### config.mk
export PLATFORM = sky130hd
export DESIGN_NAME = calc_input_capture
export DESIGN_NICKNAME = d
export VERILOG_FILES = /design/src/rtl/calc_io_pkg.sv /design/src/rtl/calc_btn_debounce.sv /design/src/rtl/calc_input_capture.sv
export SDC_FILE = /design/constraint.sdc
export NUM_CORES = 1
export LEC_CHECK = 0
export BUFFER_PORTS_ARGS = -buffer_cell sky130_fd_sc_hd__buf_4
export CELL_PAD_IN_SITES_DETAIL_PLACEMENT = 1
export CELL_PAD_IN_SITES_GLOBAL_PLACEMENT = 1
export CORE_UTILIZATION = 30
export CTS_BUF_LIST = sky130_fd_sc_hd__clkbuf_8
export CTS_CLUSTER_SIZE = 10
export DETAILED_ROUTE_END_ITERATION = 10
export PLACE_DENSITY = 0.51
export SLEW_MARGIN = 20
export SYNTH_ARGS = -nofsm -noshare
export SYNTH_HDL_FRONTEND = slang
export SYNTH_SLANG_ARGS = --single-unit
### constraint.sdc
create_clock -name clk -period 4.74 [get_ports clk]
set_input_delay 0.237 -clock clk [delete_from_list [all_inputs] [get_ports clk]]
set_output_delay 0.237 -clock clk [all_outputs]
set_load 0.005 [all_outputs]
### src/rtl/calc_io_pkg.sv
// Shared constants for the calculator input front end: button indices,
// conversion FSM encoding and the BCD digit clamp helper.
package calc_io_pkg;

  localparam int BTN_EQ  = 0;
  localparam int BTN_MUL = 1;
  localparam int BTN_SUB = 2;
  localparam int BTN_ADD = 3;

  localparam logic [1:0] IDLE = 2'd0;
  localparam logic [1:0] CONV = 2'd1;
  localparam logic [1:0] DONE = 2'd2;

  localparam logic [3:0] BCD_MAX_DIGIT = 4'd9;

  // Out-of-range BCD digits are saturated so the accumulator stays bounded.
  function automatic logic [3:0] bcd_clamp(input logic [3:0] digit);
    return (digit > BCD_MAX_DIGIT) ? BCD_MAX_DIGIT : digit;
  endfunction

endpackage

### src/rtl/calc_btn_debounce.sv
// One button lane: 2-flop synchronizer, stability counter, debounced level
// and a one-cycle rise pulse that coincides with the level going high.
module calc_btn_debounce #(
  parameter int DEBOUNCE_CYCLES = 4,
  parameter int CNT_W           = 16
) (
  input  logic clk,
  input  logic reset,
  input  logic raw,
  output logic level,
  output logic rise
);

  logic             raw_meta;
  logic             raw_sync;
  logic [CNT_W-1:0] cnt;

  // NOTE: sequential state uses <= so every flop samples pre-edge values.
  always_ff @(posedge clk) begin
    if (reset) begin
      raw_meta <= 1'b0;
      raw_sync <= 1'b0;
      cnt      <= '0;
      level    <= 1'b0;
      rise     <= 1'b0;
    end else begin
      raw_meta <= raw;
      raw_sync <= raw_meta;
      rise     <= 1'b0;
      if (raw_sync == level) begin
        cnt <= '0;
      end else if (cnt == CNT_W'(DEBOUNCE_CYCLES - 1)) begin
        level <= raw_sync;
        rise  <= raw_sync;
        cnt   <= '0;
      end else begin
        cnt <= cnt + 1'b1;
      end
    end
  end

endmodule

### src/rtl/calc_input_capture.sv
// Calculator input front end: debounced operator buttons with sticky events
// and BCD-switch to binary conversion. Optional repeat: CALC_IN_AUTOREPEAT_EN.
module calc_input_capture
  import calc_io_pkg::*;
#(
  parameter int DEBOUNCE_CYCLES = 4,
  parameter int CNT_W           = 16,
  parameter int REPEAT_CYCLES   = 25
) (
  input  logic        clk,
  input  logic        reset,
  input  logic [3:0]  btn_raw,
  input  logic [15:0] sw,
  input  logic        rd_evt,
  output logic [3:0]  btn_evt,
  output logic [3:0]  btn_level,
  output logic [15:0] bin_out,
  output logic        bin_valid,
  output logic        bin_busy,
  output logic        bcd_err
);

  if (DEBOUNCE_CYCLES < 2 || REPEAT_CYCLES < 2) begin : g_bad_param
    $error("calc_input_capture: DEBOUNCE_CYCLES and REPEAT_CYCLES must be >= 2");
  end

  logic [3:0] rise;
  logic [3:0] evt_set;

  for (genvar i = 0; i < 4; i++) begin : g_btn
    calc_btn_debounce #(
      .DEBOUNCE_CYCLES(DEBOUNCE_CYCLES),
      .CNT_W          (CNT_W)
    ) u_debounce (
      .clk  (clk),
      .reset(reset),
      .raw  (btn_raw[i]),
      .level(btn_level[i]),
      .rise (rise[i])
    );
  end

`ifdef CALC_IN_AUTOREPEAT_EN
  logic [3:0]       level_q;
  logic [CNT_W-1:0] rep_cnt;
  logic             level_steady;
  logic             rep_due;

  assign level_steady = (btn_level == level_q);
  assign rep_due      = level_steady && (rep_cnt == CNT_W'(REPEAT_CYCLES - 1));

  // One shared period counter; any press or release restarts it.
  always_ff @(posedge clk) begin
    if (reset) begin
      level_q <= '0;
      rep_cnt <= '0;
    end else begin
      level_q <= btn_level;
      if (!level_steady || btn_level == 4'b0000 || rep_due) begin
        rep_cnt <= '0;
      end else begin
        rep_cnt <= rep_cnt + 1'b1;
      end
    end
  end

  // NOTE: combinational outputs get a default first so no latch is inferred.
  always_comb begin
    evt_set = rise;
    if (rep_due) evt_set = rise | btn_level;
  end
`else
  always_comb begin
    evt_set = rise;
  end
`endif

  // Read clears what it returns; a set arriving in the same cycle survives.
  always_ff @(posedge clk) begin
    if (reset) begin
      btn_evt <= '0;
    end else begin
      btn_evt <= (rd_evt ? 4'b0000 : btn_evt) | evt_set;
    end
  end

  logic [15:0] sw_meta;
  logic [15:0] sw_sync;
  logic [15:0] sw_last;
  logic [15:0] snap;
  logic [1:0]  state;
  logic [1:0]  idx;
  logic [13:0] acc;
  logic        err_acc;
  logic [3:0]  digit;
  logic [3:0]  digit_sat;

  assign digit     = snap[{idx, 2'b00} +: 4];
  assign digit_sat = bcd_clamp(digit);
  assign bin_busy  = (state != IDLE);

  always_ff @(posedge clk) begin
    if (reset) begin
      sw_meta   <= '0;
      sw_sync   <= '0;
      sw_last   <= '0;
      snap      <= '0;
      state     <= IDLE;
      idx       <= '0;
      acc       <= '0;
      err_acc   <= 1'b0;
      bin_out   <= '0;
      bin_valid <= 1'b0;
      bcd_err   <= 1'b0;
    end else begin
      sw_meta <= sw;
      sw_sync <= sw_meta;
      case (state)
        IDLE: begin
          if (sw_sync != sw_last) begin
            snap    <= sw_sync;
            sw_last <= sw_sync;
            acc     <= '0;
            idx     <= 2'd3;
            err_acc <= 1'b0;
            state   <= CONV;
          end
        end
        CONV: begin
          acc <= (acc << 3) + (acc << 1) + {10'd0, digit_sat};
          if (digit > BCD_MAX_DIGIT) err_acc <= 1'b1;
          if (idx == 2'd0) begin
            state <= DONE;
          end else begin
            idx <= idx - 1'b1;
          end
        end
        DONE: begin
          bin_out   <= {2'b00, acc};
          bcd_err   <= err_acc;
          bin_valid <= 1'b1;
          state     <= IDLE;
        end
        default: state <= IDLE;
      endcase
    end
  end

endmodule

Word-level counts from Yosys, hierarchy flattened
Cells that the tools add are included.
{"block": "classes", "addsub": 7, "multipliers": 0, "div_mod_pow": 0, "magnitude_cmp": 1, "n_eq_ne": 15, "shift": 1, "n_mux": 13, "n_bitwise": 9, "n_reduce_logical": 21}
{"cell": "$add A16 B1 Y16 const B", "n": 4}
{"cell": "$eq A16 B2 Y1 const B", "n": 4}
{"cell": "$pmux W14 S2", "n": 1}
{"cell": "$reduce_or A3 Y1", "n": 8}
{"cell": "$ne A16 B16 Y1", "n": 1}
{"cell": "$shiftx A16 B5 Y4", "n": 1}
{"cell": "$add A14 B14 Y14", "n": 1}
{"cell": "$add A14 B4 Y14", "n": 1}
{"cell": "$mux W14", "n": 1}
{"cell": "$reduce_and A2 Y1", "n": 7}
{"cell": "$mux W2", "n": 4}
{"cell": "$mux W4", "n": 2}
{"cell": "$ne A2 B2 Y1 const B", "n": 4}
{"cell": "$not A1 Y1", "n": 8}
{"cell": "$pmux W2 S2", "n": 2}
{"cell": "$reduce_and A3 Y1", "n": 2}
{"cell": "$eq A1 B1 Y1", "n": 4}
{"cell": "$gt A4 B4 Y1 const B", "n": 1}
{"cell": "$logic_not A2 Y1", "n": 2}
{"cell": "$or A4 B4 Y4", "n": 1}
{"cell": "$reduce_bool A2 Y1", "n": 2}
{"cell": "$eq A2 B1 Y1 const B", "n": 1}
{"cell": "$eq A2 B2 Y1 const B", "n": 1}
{"cell": "$mux W1", "n": 2}
{"cell": "2 further kinds", "n": 2}
{"block": "totals", "register_bits": 167, "latch_bits": 0, "ram_bits": 0, "mem_bits_ro": 0, "input_bits": 23, "out_inout_bits": 27, "word_cells": 98, "memories": 0}

Logic depth before layout (Yosys ltp)
{"block": "depth", "ltp_word": 5, "mapped_depth": 11, "ltp_nobuf": 10}

Modules after synthesis
From an unflattened synthesis, not the netlist that was laid out.
{"block": "unflattened", "hier_cells": 783, "area_unflattened_um2": 7253.2}
{"module": "calc_input_capture", "instances": 1, "cells_each": 415, "area_each_um2": 3870.0, "seq_area_each_um2": 1741.7}
{"module": "calc_btn_debounce", "instances": 4, "cells_each": 92, "area_each_um2": 845.8, "seq_area_each_um2": 400.4}

Worst setup path after synthesis
Ideal clock, no wire load.
{"block": "synth_path", "path_type": "reg2reg", "start": "reg idx[0]", "end": "reg acc[10]", "setup_ps": 137, "arrival_ps": 3307, "required_ps": 4603, "path_slack_ps": 1296, "path_stages_with_launch": 12, "n_path_buf": 1, "period_less_slack_ps": 3444, "cell_sequence": "dfxtp_1 > clkbuf_1 > mux4_2 > nor2b_1 > ha_1 > ha_1 > fa_1 > a211oi_1 > o21bai_1 > a2111oi_0 > or4_1 > o221ai_1"}
{"block": "synth_via", "elab_chain_len": 5}
{"item": "start: declaration", "line": "calc_input_capture.sv:92", "source": "logic [1:0] idx;"}
{"item": "start signal: assignment", "line": "calc_input_capture.sv:135", "source": "idx <= idx - 1'b1;"}
{"item": "$shiftx A16 B5 Y4 (*)", "line": "calc_input_capture.sv:98", "source": "assign digit = snap[{idx, 2'b00} +: 4];"}
{"item": "$gt A4 B4 Y1", "line": "calc_io_pkg.sv:18", "source": "return (digit > BCD_MAX_DIGIT) ? BCD_MAX_DIGIT : digit;"}
{"item": "$mux W4 (*)", "line": "calc_io_pkg.sv:18"}
{"item": "$add A14 B4 Y14 (*)", "line": "calc_input_capture.sv:130", "source": "acc <= (acc << 3) + (acc << 1) + {10'd0, digit_sat};"}
{"item": "$pmux W14 S2 (*)", "line": "calc_input_capture.sv:118", "source": "case (state)"}
{"item": "end signal: assignment", "line": "calc_input_capture.sv:130"}
{"item": "end: declaration", "line": "calc_input_capture.sv:93", "source": "logic [13:0] acc;"}
Every way passes the cells marked *; elsewhere a longest branch is shown, timed or not.
A chain may end at the register's enable or synchronous reset.

Worst setup path in the final report
Same ends and word-level chain as after synthesis.

==> results.ini <==
[sta]
relSlewSlack = 0.384
hold_viol_final = 0
timing.fmax_mhz = 267
fin_crit_sh = 0.790
period_needed_ns = 3.75
slew_viol_final = 0
rsz0062_at_grt = false
fin_tns_setup_ns = 0
setup_viol = 0
fin_skew_ns = 0.0134
worst_slew_pin_slew_ns = 0.925

[yosys]
asyncSetResetFlopFracSynth = 0
synth_top_area_cell = dfxtp_1
netlist.area_leader.share = 0.474
synth_common_cells = 167 x dfxtp_1, 92 x nor2_1, 60 x nand2_1, 54 x a21oi_1, 48 x xor2_1
synth-seq-cells = 167
ys_warn_count = 0
syn_avg_cell_area_um2 = 9.16
synth-edff-count = 0
synth_area_leaders = dfxtp_1 47%, xor2_1 6.0%, nor2_1 4.9%
synth_area_mm2 = 0.00706
ys.flop_type = dfxtp_1
ys_seq_area_frac = 0.474
netlist_instances = 771
yosysMostFrequentCell = dfxtp_1
synth.distinct_cells = 50

[job]
cap_violations = 0

[die]
core_mm2 = 0.0228
die_y_um = 155
dieArea_mm2 = 0.0241
ios = 50
rows = 55
start_util = 0.309
dieWidth_um = 155

[cts]
clk_latency_ns = 0.44
cts_num_sinks = 167
clkTransAtPathRegs_ns = 0.09
clk_path_buf_depth = 2
cts_resized = 0
hold_buffers = 17
cts_buffers = 17
cts.htree.levels = 4
cts_setup_buffers = 0
cts-root-buf = clkbuf_8
tritoncts = yes

[cells_and_area]
antenna_cells = 0
area_growth_pct = 17.1
fillers = 2721
drive_gt1_frac = 0.106
nets = 877

[critical_path]
crit_start = idx[0]
crit_fanout = 6
start_kind = register
critical_path_class = reg -> reg
r2r-start = idx[0]
setup.worst_path.end_class = register
crit_arrival_ns = 4.05
crit_required_ns = 5.04

[run_status]
outcome = finished clean

[hold_path]
hp-start = sw[8]
min_path_type = in -> reg

[power_and_ir_drop]
ir_drop_mv = 0.134
total_power_uw = 2770
powerDensity_mw_per_mm2 = 336
cellLeakagePower_uw = 0.00312

[drt]
ant_nets = 0
vias_per_cell = 4.77
wire_per_inst_um = 14.2
drt_iter0_drc = 239
vias = 5478
post-route-drc-count = 0
routed_wl_mm = 16.4
firstDrtPassIters = 4

[global_routing]
grt_pass1_vias = 5764
antenna_found_initial = 0
grt_pass1_wl_mm = 28.2
grt_max_degree = 91
gr-usage-all-layers = 0.144
grt_overflow_total = 0

[place]
dp_hpwl_mm = 11.5
io_buffers = 47
globalplace.congestion = 0.796

-- layout make-up --
cell class / count / area [µm²] / area share
Timing Repair Buffer: 70 / 571 / 0.0690
Inverter: 14 / 52.6 / 0.00636
Clock buffer: 19 / 262 / 0.0316
Sequential cell: 167 / 3340 / 0.404
Clock inverter: 11 / 149 / 0.0180
Multi-Input combinational cell: 555 / 3500 / 0.423
Tap cell: 313 / 392 / 0.0474
-- metrics by stage --
stage / area [µm²] / setup WS [ns] / hold WS, ns / std cells / util
final: 8270 / 0.994 / 0.0599 / 1149 / 0.362
after global routing: 8270 / 0.806 / 0.0366 / 1149 / 0.362
after CTS: 8260 / 1.01 / 0.0113 / 1148 / 0.361
after detailed placement: 7680 / 1.00 / 0.426 / 1101 / 0.336
after global placement: 7680 / 1.10 / 0.421 / 1101 / 0.336
after floorplan: 7060 / 1.30 / 0.365 / 772 / -
-- logic make-up after synthesis --
group / after synthesis / share of synthesized area
XOR/XNOR: 78 / 0.0968
buffers and inverters: 50 / 0.0314
other: 1 / 0.000531
adder cells (fa/ha/maj): 29 / 0.0535
flip-flops: 167 / 0.474
AO/OA/AOI/OAI: 113 / 0.0948
multiplexers: 8 / 0.0184
AND/OR/NAND/NOR: 325 / 0.231
-- worst max-delay path: stages, from the launching register on --
cell and delay [ns]:
dfxtp_1 0.51, mux4_2 0.60, nor2b_1 0.15, ha_1 0.24
ha_1 0.26, fa_1 0.44, a211oi_1 0.34, o21bai_1 0.17
a2111oi_0 0.59, or4_1 0.21, o221ai_1 0.09
-- worst paths after layout --
| check | to | slack, ns | cells past startpoint |
|---|---|---|---|
| hold / removal | sw_meta[8] | 0.06 | 2 |
| setup / recovery | acc[10] | 0.99 | 10 |
| hold reg to reg | sw_sync[5] | 0.44 | 1 |
| setup reg to reg | acc[10] | 0.99 | 10 |
-- per-layer routing --
metal,vias up,track usage,part of all wire
met3,20,0.0315,0.023
met4,0,0.0467,0.015
li1,2753,-,-
met5,-,0,0
met1,2641,0.180,0.48
met2,64,0.247,0.48
-- cell usage in the layout (no fill, tap or decap), types with 3 or more instances in the layout --
cell type	instances
xor2_1	48
o21ai_1	4
nor2b_1	44
a21o_1	4
or4_1	3
nand2_1	60
mux4_2	4
ha_1	27
nand3b_1	7
or3_1	5
mux2i_1	4
nor2_1	92
a21oi_1	54
nand2b_1	4
inv_1	13
o21ai_0	20
and4_1	3
nor4b_1	8
clkbuf_8	19
nor4_1	15
dlygate4sd3_1	18
nand4_1	14
xnor2_1	30
o211ai_1	15
dfxtp_1	167
buf_4	52
clkinv_4	3
nand3_1	42
and3_1	9
clkinv_2	3
bufinv_16	3
nor3_1	13
-- registers in the layout, summed over array words and instances (netlist names), 2 cells and up --
signal / cells
g_btn.u_debounce.raw_meta: 4
acc: 14
btn_evt: 4
bin_out: 14
g_btn.u_debounce.cnt: 64
g_btn.u_debounce.rise: 4
snap: 16
g_btn.u_debounce.level: 4
idx: 2
sw_meta: 16
sw_sync: 16
g_btn.u_debounce.raw_sync: 4
state: 2
-- report_power, final --
group / leakage [µW] / switching [µW] / internal, µW
sequential: 0.00136 / 29.9 / 1430
clock: 0.000212 / 524 / 547
combinational: 0.00155 / 149 / 88.8
total: 0.00312 / 703 / 2070
Note: power is estimated with default switching activity, not from simulation.
